### config.mk
export PLATFORM = sky130hd
export DESIGN_NAME = pipeline_hazard_unit
export DESIGN_NICKNAME = d
export VERILOG_FILES = /design/src/rtl/pipeline_hazard_unit.sv
export SDC_FILE = /design/constraint.sdc
export NUM_CORES = 1
export LEC_CHECK = 0
export BUFFER_PORTS_ARGS = -buffer_cell sky130_fd_sc_hd__buf_2
export CORE_AREA = 5 5 87 73
export DETAILED_ROUTE_END_ITERATION = 10
export DIE_AREA = 0 0 92 78
export GPL_TIMING_DRIVEN = 1
export PLACE_DENSITY = 0.69
export SETUP_SLACK_MARGIN = 0.05
export SLEW_MARGIN = 10
export SYNTH_ARGS = -nofsm -noshare
export SYNTH_HDL_FRONTEND = slang
export SYNTH_SLANG_ARGS = --single-unit
### constraint.sdc
create_clock -name clk -period 4.1 [get_ports clk]
set_input_delay 0 -clock clk [delete_from_list [all_inputs] [get_ports clk]]
set_output_delay 0 -clock clk [all_outputs]
set_load 0.005 [all_outputs]
### src/rtl/pipeline_hazard_unit.sv
// Hazard, forwarding and freeze controller for the IF/ID/EX/MEM/WB pipeline.
// Define PIPELINE_HAZARD_FWD_EN to enable operand forwarding (only load-use stalls remain).
module pipeline_hazard_unit #(
  parameter int RIDX_W      = 4,
  parameter int NSRC        = 3,
  parameter int R0_ZERO     = 1,
  parameter int MEM_TIMEOUT = 15,
  parameter int CNT_W       = 16
) (
  input  logic                     clk,
  input  logic                     rst,
  input  logic                     run,
  input  logic                     id_valid,
  input  logic [NSRC*RIDX_W-1:0]   id_src_idx,
  input  logic [NSRC-1:0]          id_src_used,
  input  logic [RIDX_W-1:0]        id_dst_idx,
  input  logic                     id_reg_write,
  input  logic                     id_mem_read,
  input  logic                     ex_branch_taken,
  input  logic                     mem_busy,
  output logic                     pc_en,
  output logic                     if_id_en,
  output logic                     if_id_flush,
  output logic                     id_ex_flush,
  output logic                     ex_mem_en,
  output logic [NSRC*2-1:0]        fwd_sel,
  output logic                     mem_err,
  output logic [CNT_W-1:0]         stall_cnt
);

  // state        | meaning
  // S_RUN        | normal advance
  // S_STALL_DATA | one-cycle bubble insertion for a register hazard
  // S_STALL_MEM  | whole pipeline frozen while data memory is busy
  // S_FLUSH      | one-cycle squash of IF/ID and ID/EX after a taken branch
  typedef enum logic [1:0] {S_RUN, S_STALL_DATA, S_STALL_MEM, S_FLUSH} state_t;

  localparam int BW = $clog2(MEM_TIMEOUT + 1);

  state_t state_q, state_d;

  logic              ex_valid_q, ex_valid_d, ex_rw_q, ex_rw_d, ex_load_q, ex_load_d;
  logic [RIDX_W-1:0] ex_dst_q, ex_dst_d;
  logic              mem_valid_q, mem_valid_d, mem_rw_q, mem_rw_d;
  logic [RIDX_W-1:0] mem_dst_q, mem_dst_d;
  logic              wb_valid_q, wb_valid_d, wb_rw_q, wb_rw_d;
  logic [RIDX_W-1:0] wb_dst_q, wb_dst_d;
`ifdef PIPELINE_HAZARD_FWD_EN
  logic [NSRC*RIDX_W-1:0] ex_src_q, ex_src_d;
  logic [NSRC-1:0]        ex_used_q, ex_used_d;
`endif

  logic [BW-1:0]    busy_cnt_q, busy_cnt_d;
  logic             mem_err_q, mem_err_d;
  logic [CNT_W-1:0] stall_cnt_q, stall_cnt_d;

  logic freeze, flush, stall, data_stall;

  // Index 0 is hard-wired when R0_ZERO is set, so it never carries a dependency.
  function automatic logic live(input logic [RIDX_W-1:0] d);
    return !((R0_ZERO != 0) && (d == '0));
  endfunction

  always_comb begin
    logic [RIDX_W-1:0] s;
    logic ld_use, hit_any;
    s       = '0;
    ld_use  = 1'b0;
    hit_any = 1'b0;
    for (int k = 0; k < NSRC; k++) begin
      s = id_src_idx[k*RIDX_W +: RIDX_W];
      if (id_valid && id_src_used[k]) begin
        if (ex_valid_q && ex_rw_q && ex_dst_q == s && live(ex_dst_q)) begin
          hit_any = 1'b1;
          if (ex_load_q) ld_use = 1'b1;
        end
        if (mem_valid_q && mem_rw_q && mem_dst_q == s && live(mem_dst_q)) hit_any = 1'b1;
        if (wb_valid_q && wb_rw_q && wb_dst_q == s && live(wb_dst_q)) hit_any = 1'b1;
      end
    end
`ifdef PIPELINE_HAZARD_FWD_EN
    data_stall = ld_use;
`else
    // The register file writes on the edge, so even a WB-slot producer must be waited out.
    data_stall = ld_use || hit_any;
`endif
  end

`ifdef PIPELINE_HAZARD_FWD_EN
  always_comb begin
    logic [RIDX_W-1:0] es;
    es      = '0;
    fwd_sel = '0;
    for (int k = 0; k < NSRC; k++) begin
      es = ex_src_q[k*RIDX_W +: RIDX_W];
      if (ex_valid_q && ex_used_q[k]) begin
        if (mem_valid_q && mem_rw_q && mem_dst_q == es && live(mem_dst_q))
          fwd_sel[k*2 +: 2] = 2'd1;
        else if (wb_valid_q && wb_rw_q && wb_dst_q == es && live(wb_dst_q))
          fwd_sel[k*2 +: 2] = 2'd2;
      end
    end
  end
`else
  assign fwd_sel = '0;
`endif

  assign freeze = !run || mem_busy;
  assign flush  = !freeze && ex_branch_taken;
  assign stall  = !freeze && !ex_branch_taken && data_stall;

  always_comb begin
    state_d = S_RUN;
    case (state_q)
      S_STALL_MEM: state_d = mem_busy ? S_STALL_MEM : S_RUN;
      default: begin
        if (mem_busy)   state_d = S_STALL_MEM;
        else if (flush) state_d = S_FLUSH;
        else if (stall) state_d = S_STALL_DATA;
      end
    endcase
  end

  always_comb begin
    pc_en       = 1'b1;
    if_id_en    = 1'b1;
    ex_mem_en   = 1'b1;
    if_id_flush = 1'b0;
    id_ex_flush = 1'b0;
    if (freeze) begin
      pc_en     = 1'b0;
      if_id_en  = 1'b0;
      ex_mem_en = 1'b0;
    end else if (flush) begin
      if_id_flush = 1'b1;
      id_ex_flush = 1'b1;
    end else if (stall) begin
      pc_en       = 1'b0;
      if_id_en    = 1'b0;
      id_ex_flush = 1'b1;
    end
  end

  always_comb begin
    ex_valid_d  = ex_valid_q;  ex_rw_d  = ex_rw_q;  ex_load_d = ex_load_q;  ex_dst_d = ex_dst_q;
    mem_valid_d = mem_valid_q; mem_rw_d = mem_rw_q; mem_dst_d = mem_dst_q;
    wb_valid_d  = wb_valid_q;  wb_rw_d  = wb_rw_q;  wb_dst_d  = wb_dst_q;
`ifdef PIPELINE_HAZARD_FWD_EN
    ex_src_d  = ex_src_q;
    ex_used_d = ex_used_q;
`endif
    if (!freeze) begin
      mem_valid_d = ex_valid_q;  mem_rw_d = ex_rw_q;  mem_dst_d = ex_dst_q;
      wb_valid_d  = mem_valid_q; wb_rw_d  = mem_rw_q; wb_dst_d  = mem_dst_q;
      if (flush || stall) begin
        ex_valid_d = 1'b0; ex_rw_d = 1'b0; ex_load_d = 1'b0; ex_dst_d = '0;
`ifdef PIPELINE_HAZARD_FWD_EN
        ex_src_d  = '0;
        ex_used_d = '0;
`endif
      end else begin
        ex_valid_d = id_valid; ex_rw_d = id_reg_write; ex_load_d = id_mem_read;
        ex_dst_d   = id_dst_idx;
`ifdef PIPELINE_HAZARD_FWD_EN
        ex_src_d  = id_src_idx;
        ex_used_d = id_src_used;
`endif
      end
    end
  end

  always_comb begin
    busy_cnt_d = '0;
    if (mem_busy)
      busy_cnt_d = (busy_cnt_q == BW'(MEM_TIMEOUT)) ? busy_cnt_q : busy_cnt_q + BW'(1);
    mem_err_d   = mem_err_q || (busy_cnt_d == BW'(MEM_TIMEOUT));
    stall_cnt_d = stall_cnt_q;
    if (run && (mem_busy || (data_stall && !ex_branch_taken)) && !(&stall_cnt_q))
      stall_cnt_d = stall_cnt_q + CNT_W'(1);
  end

  always_ff @(posedge clk or posedge rst) begin
    if (rst) begin
      state_q     <= S_RUN;
      ex_valid_q  <= 1'b0; ex_rw_q  <= 1'b0; ex_load_q <= 1'b0; ex_dst_q <= '0;
      mem_valid_q <= 1'b0; mem_rw_q <= 1'b0; mem_dst_q <= '0;
      wb_valid_q  <= 1'b0; wb_rw_q  <= 1'b0; wb_dst_q  <= '0;
`ifdef PIPELINE_HAZARD_FWD_EN
      ex_src_q  <= '0;
      ex_used_q <= '0;
`endif
      busy_cnt_q  <= '0;
      mem_err_q   <= 1'b0;
      stall_cnt_q <= '0;
    end else begin
      state_q     <= state_d;
      ex_valid_q  <= ex_valid_d;  ex_rw_q  <= ex_rw_d;  ex_load_q <= ex_load_d; ex_dst_q <= ex_dst_d;
      mem_valid_q <= mem_valid_d; mem_rw_q <= mem_rw_d; mem_dst_q <= mem_dst_d;
      wb_valid_q  <= wb_valid_d;  wb_rw_q  <= wb_rw_d;  wb_dst_q  <= wb_dst_d;
`ifdef PIPELINE_HAZARD_FWD_EN
      ex_src_q  <= ex_src_d;
      ex_used_q <= ex_used_d;
`endif
      busy_cnt_q  <= busy_cnt_d;
      mem_err_q   <= mem_err_d;
      stall_cnt_q <= stall_cnt_d;
    end
  end

  assign mem_err   = mem_err_q;
  assign stall_cnt = stall_cnt_q;

endmodule

Word-level counts from Yosys, hierarchy flattened
Cells that the tools add are included.
- $add $sub $neg: 2
- reduce and logical (&&, ||, !) cells: 46
- mux-type cells: 36
- equal/unequal tests: 11
- operators with widths (operator ; number):
    $eq A4 B4 Y1 ; 9
    $mux W1 ; 33
    $logic_and A1 B1 Y1 ; 30
    $add A16 B1 Y16 const B ; 1
    $reduce_and A16 Y1 ; 1
    $logic_not A4 Y1 ; 3
    $mux W4 ; 3
    $eq A4 B4 Y1 const B ; 2
    $logic_not A1 Y1 ; 7
    $logic_or A1 B1 Y1 ; 5
    $add A4 B1 Y4 const B ; 1
- flip-flop bits (word level): 40
- bits of input ports: 27

Logic depth before layout (Yosys ltp)
Gate-level depths: netlist of the first run.
- word-level depth: 20
- depth in mapped cells: 10

Least setup slack after synthesis of the first run
OpenSTA, ideal clock, no wires.
- path kind: flip-flop to flip-flop
- start: register ex_dst_q[0]
- end: register stall_cnt_q[1], in the netlist stall_cnt[1]
- stages on the path, launching flop included: 10
- arrival: 2291 ps
- data required time: 3972 ps
- clock period less this slack: 2418 ps
- setup slack: 1682 ps
- cells stage by stage: dfrtp_1 buf_6 or4_1 nand3_2 nor3_1 nor4_2 a311oi_1 o21ai_4 buf_6 mux2_1
- longest elaborated chain between the ends: 20
- elaborated cells between the ends (all ways): 36
- classes of those cells: eq/ne: 3; mux: 20; reduce/logical: 13
- RTL lines (what ; line ; RTL):
    start: declaration ; 43 ; logic [RIDX_W-1:0] ex_dst_q, ex_dst_d;
    start signal: assignment ; 197 ; ex_valid_q <= ex_valid_d; ex_rw_q <= ex_rw_d; ex_load_q <= ex_load_d; ex_dst_q <= ex_dst_d;
    $eq A4 B4 Y1 / $logic_not A4 Y1 (equally long branches) ; 73, 61 ;
    $logic_and A1 B1 Y1 / $logic_not A1 Y1 (equally long branches) ; 73, 61 ;
    $logic_and A1 B1 Y1 ; 73 ; if (ex_valid_q && ex_rw_q && ex_dst_q == s && live(ex_dst_q)) begin
    $mux W1 ; 73 ;
    $mux W1 ; 77 ; if (mem_valid_q && mem_rw_q && mem_dst_q == s && live(mem_dst_q)) hit_any = 1'b1;
    $mux W1 ; 78 ; if (wb_valid_q && wb_rw_q && wb_dst_q == s && live(wb_dst_q)) hit_any = 1'b1;
    $mux W1 ; 72 ; if (id_valid && id_src_used[k]) begin
    $mux W1 ; 73 ;
    [... 3 more ...] ; - ;
    $mux W1 ; 73 ;
    $mux W1 ; 77 ;
    $mux W1 ; 78 ;
    $mux W1 ; 72 ;
    $logic_or A1 B1 Y1 * ; 85 ; data_stall = ld_use || hit_any;
    $logic_and A1 B1 Y1 * ; 178 ; if (run && (mem_busy || (data_stall && !ex_branch_taken)) && !(&stall_cnt_q))
    $logic_or A1 B1 Y1 * ; 178 ;
    $logic_and A1 B1 Y1 * (2 in series) ; 178 ;
    end signal: assignment ; 206 ; stall_cnt_q <= stall_cnt_d;
    end: declaration ; 55 ; logic [CNT_W-1:0] stall_cnt_q, stall_cnt_d;
Mark *: on every way between the ends. The rest lies on a longest branch, timed or not.
A chain may end at the register's enable or synchronous reset.

Worst setup path in the final report of the first run
- start: register wb_dst_q[3]
- end: register stall_cnt_q[1], in the netlist stall_cnt[1]
- longest elaborated chain between the ends: 18
- elaborated cells between the ends (all ways): 26
- classes of those cells: eq/ne: 3; mux: 10; reduce/logical: 13
- RTL lines (what ; line ; RTL):
    start: declaration ; 47 ; logic [RIDX_W-1:0] wb_dst_q, wb_dst_d;
    start signal: assignment ; 199 ; wb_valid_q <= wb_valid_d; wb_rw_q <= wb_rw_d; wb_dst_q <= wb_dst_d;
    $eq A4 B4 Y1 / $logic_not A4 Y1 (equally long branches) ; 78, 61 ;
    $logic_and A1 B1 Y1 / $logic_not A1 Y1 (equally long branches) ; 78, 61 ;
    $logic_and A1 B1 Y1 ; 78 ;
    $mux W1 ; 78 ;
    $mux W1 ; 72 ;
    $mux W1 ; 73 ;
    $mux W1 ; 77 ;
    $mux W1 ; 78 ;
    $mux W1 ; 72 ;
    $mux W1 ; 73 ;
    $mux W1 ; 77 ;
    $mux W1 ; 78 ;
    $mux W1 * ; 72 ;
    $logic_or A1 B1 Y1 * ; 85 ;
    $logic_and A1 B1 Y1 * ; 178 ;
    $logic_or A1 B1 Y1 * ; 178 ;
    $logic_and A1 B1 Y1 * (2 in series) ; 178 ;
Marked as above.

==> impl_metrics.csv, run 1 <==
group,metric,value,unit
routing,drtIter0Drc,71,
cts,clock_latency,0.28,ns
cells_and_area,mostFrequentLayoutCell,"nand2_1",
die,die_h,78,um
cells_and_area,postLayoutCoreUtil,0.514,
min_path,worstHoldPathType,"in -> reg",
die,die_w,92,um
pwr,p_leak,0.00138,uW
cts,path_clk_slew,0.08,ns
cts,cts_buffers,5,
critical_path,reg2reg_depth,7,
yosys,synth-seq-cells,39,
critical_path,crit_fanout,15,
yosys,synth_fa_ha_area_frac,0.0107,
cells_and_area,drive_gt1_frac,0.191,
routing,drt_pre_antenna_iters,4,
critical_path,cpPeakStageDelay,0.57,ns
yosys,synth_warnings,0,
yosys,synth_edf_count,0,
routing,drc,0,
cts,cts_tree,"built",
global_routing,grt_pass1_vias,1859,
global_routing,grt_max_degree,40,
timing,fin_worst_skew,0.00459,ns
yosys,synth_top_family_by_area,"simple AND/OR/NAND/NOR gates",
min_path,min_from,"id_valid",
critical_path,cp.required,4.27,ns
yosys,syn_avg_cell_area,8.57,sq um
global_routing,grt_first_pass_wirelength,8980,um
cts,root_buffer,"clkbuf_8",
yosys,synth_cell_type_count,32,
cts,htree_levels,2,
yosys,ys.flop_type,"dfrtp_1",
timing,worst_pin_slew,0.739,ns
yosys,synth_xor_area_frac,0.190,
placement,hpwl,3920,um
critical_path,end_kind,"flip-flop",
routing,vias,1935,
routing,ant_nets,0,
yosys,yosys.area.top_type_share,0.416,
critical_path,critPathSlowestCell,"or4_1",
run_status,status,"finished clean",
timing,relSlewSlack,0.506,
die,die_area,7180,sq um
global_routing,antenna_found_initial,0,
cts,post-cts-setup-buffers,0,
timing,setup-violations-final,0,
min_path,hold_depth,3,
placement,port_buffers,47,
critical_path,reg2reg_from,"wb_dst_q[3]",
routing,wl_per_cell,13.6,um
global_routing,grtUsageTotal,0.154,
die,core_area,5350,sq um
placement,gp_congestion,0.875,
yosys,netlist_area,2350,sq um
critical_path,crit_chain,"or4_1 > nand3_1 > nor3_1 > nor4_2 > a311oi_1 > o21ai_4 > mux2_1",
die,start_util,0.439,
cells_and_area,final_cell_mix,"59 x nand2_1, 47 x buf_2, 39 x dfrtp_1, 35 x xnor2_1, 29 x nand3_1",
yosys,synth_compound_area_frac,0.0362,
critical_path,critPathKind,"reg -> reg",
critical_path,critPathLaunchType,"flip-flop",
cells_and_area,syn2layout_area_growth,17.1,%
yosys,synth_top_area_cell,"dfrtp_1",
timing,final.min_clock_period,2.66,ns
pwr,p_per_area,400,nW/um^2
timing,setup-tns-final,0,ns
cells_and_area,nNetsFinal,348,
yosys,synthArstFlopShare,1.00,
timing,hold_viol,0,
cts,clockBufferDepth,2,
cts,clock_sinks,39,
global_routing,overflow,0,
yosys,synth_cells,274,
cells_and_area,num_antenna_cells,0,
timing,max_freq,376,MHz
timing,rsz0062_at_grt,"no",
critical_path,startpoint,"wb_dst_q[3]",
yosys,yosys-mux-area-fraction,0.0133,
timing,fin_crit_sh,0.649,
die,ioPinCount,55,
yosys,synthSimpleGateAreaFrac,0.258,
critical_path,arrival,2.83,ns
timing,maxSlewViolCount,0,
routing,viasPerCell,5.03,
job,max_cap_violations,0,
routing,drt-total-wl,5220,um
die,rows,24,
yosys,synth.top_cells.by_area,"dfrtp_1 42%, xnor2_1 13%, nand2_1 9.4%, nand3_1 6.2%, xor2_1 6.0%",
pwr,vdd_drop_max,0.217,mV
yosys,ys_seq_area_frac,0.416,
## cells in the mapped netlist (4+ instances only)
library cell	number
nor2_1	15
nand3_1	29
xnor2_1	35
and3_1	4
nor3_1	14
xor2_1	16
dfrtp_1	39
buf_4	7
o21ai_0	5
clkbuf_1	9
nand2_1	59
nor4_1	4
inv_1	12
## metal layers
metal | GRT usage | wire length [um] | vias to the layer above
met2 | 0.251 | 2470 | 44
met3 | 0.0348 | 221 | 4
met5 | 0 | 0 | -
met1 | 0.208 | 2480 | 921
met4 | 0.0401 | 49 | 0
li1 | - | - | 966
## where the power goes
| part | total (uW) | internal (uW) | switching [uW] |
|---|---|---|---|
| Combinational | 246 | 126 | 120 |
| Clock | 328 | 197 | 131 |
| Sequential | 526 | 442 | 83.6 |
## kinds of logic (layout without fill, tap and decap cells)
| family | Yosys count | in the layout |
|---|---|---|
| AOI/OAI and AO/OA | 12 | 12 |
| buffers and inverters | 34 | 75 |
| other | 1 | 6 |
| muxes | 3 | 3 |
| adders and majority gates | 2 | 2 |
| and+or+nand+nor | 132 | 132 |
| xor gates and xnor gates | 51 | 51 |
| DFF | 39 | 39 |
## critical path: cells and delay by family, from the launching register on
kind	cells	cell delay [ns]
muxes	1	0.36
AOI/OAI and AO/OA	2	0.64
DFF	1	0.45
and+or+nand+nor	4	1.09
## registers in the layout, indices dropped and copies added, names as in the netlist
name         count
wb_rw_q          1
stall_cnt       16
mem_err          1
wb_dst_q         4
ex_rw_q          1
wb_valid_q       1
mem_rw_q         1
ex_valid_q       1
mem_valid_q      1
mem_dst_q        4
busy_cnt_q       4
ex_dst_q         4
## final cells by class
cell class              count  area, sq um
fillers                   509         2600
well taps                  65         81.3
repair buffers             55          313
multi-input cells         206         1220
flip-flops and latches     39          976
clock inverters             2         35.0
inverters                  12         45.0
clock buffers               6         82.6
## final timing paths
path                            slack (ns)       endpoint
worst min register to register        0.49        mem_err
worst max register to register        1.44   stall_cnt[1]
worst min-delay path                  0.02     ex_valid_q
min in group asynchronous             0.37  busy_cnt_q[1]
worst max-delay path                  1.44   stall_cnt[1]
max in group asynchronous             3.39   mem_dst_q[3]
## through the flow
step                      worst slack (ns)  hold slack, ns  instances  total power [uW]  instance area (sq um)
final                                 1.44          0.0195        385              1100                   2750
after global routing                  1.22          0.0437        385              1170                   2750
after CTS                             1.45         0.00794        385              1110                   2750
after detailed placement              1.47           0.146        370               776                   2560
after global placement                1.46           0.150        370               768                   2560
after floorplan                       1.68          0.0923        279               692                   2370
## what timing repair did
action / 4_1_cts / 5_1_grt
endpoints found under the hold margin: 45 / 0
hold buffers: 7 / 0
resized for setup: 0 / 0
setup endpoints to repair: 0 / 0
Note: power is estimated with default switching activity, not from simulation.
==> run 2, diff against run 1 <==
--- a/config.mk
+++ b/config.mk
@@ -10,7 +10,7 @@
 export DETAILED_ROUTE_END_ITERATION = 10
 export DIE_AREA = 0 0 92 78
 export GPL_TIMING_DRIVEN = 1
-export PLACE_DENSITY = 0.69
+export PLACE_DENSITY = 0.72
 export SETUP_SLACK_MARGIN = 0.05
 export SLEW_MARGIN = 10
 export SYNTH_ARGS = -nofsm -noshare
==> constraint.sdc (replaced) <==
create_clock -name clk -period 2.28 [get_ports clk]
set_input_delay 0 -clock clk [delete_from_list [all_inputs] [get_ports clk]]
set_output_delay 0 -clock clk [all_outputs]
set_load 0.005 [all_outputs]
==> impl_metrics.csv, run 2 (synthesis gave the netlist of run 1 again) <==
group,metric,value,unit
run_status,status,"complete, but fails checks",
run_status,violations,"negative setup slack",
placement,placed_area,2700,sq um
job,max_cap_violations,0,
timing,setup-violations-final,17,
cells_and_area,drive_gt1_frac,0.320,
cts,clock_latency,0.29,ns
critical_path,end_kind,"flip-flop",
global_routing,antenna_found_initial,0,
critical_path,critPathKind,"reg -> reg",
timing,fin_crit_sh,1.04,
global_routing,grt_max_degree,40,
routing,viasPerCell,5.14,
critical_path,cp.required,2.46,ns
cts,cts_tree,"built",
critical_path,cpMostUsedCell,"nor3_4",
critical_path,crit_fanout,8,
placement,port_buffers,47,
die,start_util,0.439,
placement,gp_congestion,0.967,
pwr,seq_power_share,0.441,
critical_path,reg2reg_depth,9,
critical_path,critPathTopFamily,"simple AND/OR/NAND/NOR gates",
die,die_area,7180,sq um
timing,hold_ws,0.0263,ns
critical_path,critPathLaunchType,"flip-flop",
cells_and_area,mostFrequentLayoutCell,"nand2_1",
die,die_w,92,um
cells_and_area,fillers,480,
timing,hold_viol,0,
cts,htree_levels,2,
timing,relSlewSlack,0.608,
cells_and_area,final_cell_mix,"59 x nand2_1, 47 x buf_2, 36 x dfrtp_1, 34 x xnor2_1, 29 x buf_4",
timing,rsz0062_at_grt,"yes",
timing,layout_setup_ws,-0.0938,ns
pwr,p_per_area,676,nW/um^2
global_routing,grtUsageTotal,0.169,
global_routing,grt_pass1_vias,2042,
critical_path,cpPeakStageDelay,0.55,ns
timing,final.min_clock_period,2.37,ns
routing,wl_per_cell,14.6,um
global_routing,overflow,0,
die,core_area,5350,sq um
min_path,hold_depth,3,
critical_path,r2r-end,"stall_cnt[14]",
routing,vias,2132,
critical_path,reg2reg_from,"ex_dst_q[2]",
routing,drtIter0Drc,116,
cells_and_area,stdcell_count,415,
cells_and_area,largest_reg_flops,16,
critical_path,rrSetupSlack,-0.09,ns
cells_and_area,ff_latch_area,980,sq um
cells_and_area,num_antenna_cells,0,
die,rows,24,
cells_and_area,multi_input_area,1340,sq um
critical_path,path_buf_inv,1,
placement,hpwl,4210,um
pwr,vdd_drop_max,0.524,mV
critical_path,arrival,2.55,ns
pwr,switching_power,653,uW
pwr,p_total,2100,uW
min_path,holdPathEnd,"ex_valid_q",
placement,placed_cells,388,
timing,worst_pin_slew,0.587,ns
routing,drt_pre_antenna_iters,4,
routing,drc,0,
die,ioPinCount,55,
pwr,p_leak,0.00158,uW
critical_path,crit_chain,"or4_4 > nand3_4 > nor3_4 > nor4_4 > a311oi_2 > o21ai_4 > buf_6 > nor3_4 > xor2_1",
pwr,swShare,0.311,
pwr,pwr-share-comb,0.276,
die,die_h,78,um
cells_and_area,syn2layout_area_growth,32.5,%
routing,drt-total-wl,6060,um
cts,clock_sinks,39,
pwr,internal_power,1450,uW
pwr,pwr-share-clk,0.284,
cells_and_area,postLayoutCoreUtil,0.582,
critical_path,critPathSlowestCell,"or4_4",
timing,max_freq,421,MHz
timing,fin_worst_skew,0.00983,ns
cts,path_clk_slew,0.08,ns
cts,cts_buffers,5,
min_path,worstHoldPathType,"in -> reg",
cts,root_buffer,"clkbuf_8",
cells_and_area,fin_area,3110,sq um
min_path,min_from,"id_valid",
cts,clockBufferDepth,2,
routing,ant_nets,0,
timing,maxSlewViolCount,0,
global_routing,grt_first_pass_wirelength,9830,um
cells_and_area,nNetsFinal,378,
==> run 2: cell types whose count changed in the layout (fill, tap and decap cells not counted), sizes merged <==
cell  change
buf      +30
==> run 2: through the flow <==
stage	setup WS [ns]	setup TNS, ns
2_1_floorplan	-0.138	-0.208
3_3_place_gp	-0.161	-1.32
3_5_place_dp	-0.267	-2.23
4_1_cts	-0.0802	-0.960
5_1_grt	-0.189	-2.77
6_report	-0.0938	-0.921
==> run 2: worst max path at each step <==
stage                startpoint            end  depth (start not counted)  slack [ns]
floorplan           ex_dst_q[0]   stall_cnt[1]                          9       -0.14
global placement    ex_dst_q[3]  stall_cnt[15]                          9       -0.16
CTS                 ex_dst_q[0]   stall_cnt[8]                          9       -0.08
detailed placement  ex_dst_q[3]  stall_cnt[14]                          9       -0.27
global route        wb_dst_q[0]  stall_cnt[14]                          9       -0.19
finish              ex_dst_q[2]  stall_cnt[14]                          9       -0.09
==> run 2: worst reg2reg max path, delay by kind of cell, from the launching register on <==
kind,cells,cell delay (ns)
and+or+nand+nor,5,1.09
DFF,1,0.42
AOI/OAI and AO/OA,2,0.41
buffers and inverters,1,0.19
xor gates and xnor gates,1,0.17
==> run 2: final cells by class <==
class	count	share of cell area
Multi-Input combinational cell	206	0.431
Sequential cell	39	0.315
Timing Repair Buffer	85	0.175
Clock buffer	6	0.0265
Tap cell	65	0.0261
Inverter	12	0.0145
Clock inverter	2	0.0113
==> run 2: layer usage <==
| layer | vias to the layer above | GRT usage | share of wire |
|---|---|---|---|
| li1 | 1028 | - | - |
| met1 | 1033 | 0.222 | 0.43 |
| met2 | 58 | 0.283 | 0.50 |
| met3 | 13 | 0.0377 | 0.051 |
| met4 | 0 | 0.0475 | 0.018 |
| met5 | - | 0 | 0 |
==> run 2: repair_timing <==
item                                    CTS  global route
endpoints found under the hold margin    45             0
resized for setup                        15            13
endpoints found under the setup margin   18            25
pin swaps                                 5            14
hold buffers                              7             0
buffers inserted                          7             5
==> run 2: power by group through the flow <==
stage               Combinational [uW]  Sequential (uW)  Clock [uW]
global route                       642              944         641
detailed placement                 504              940           0
CTS                                554              923         606
floorplan                          340              904           0
finish                             579              926         597
global placement                   499              938           0
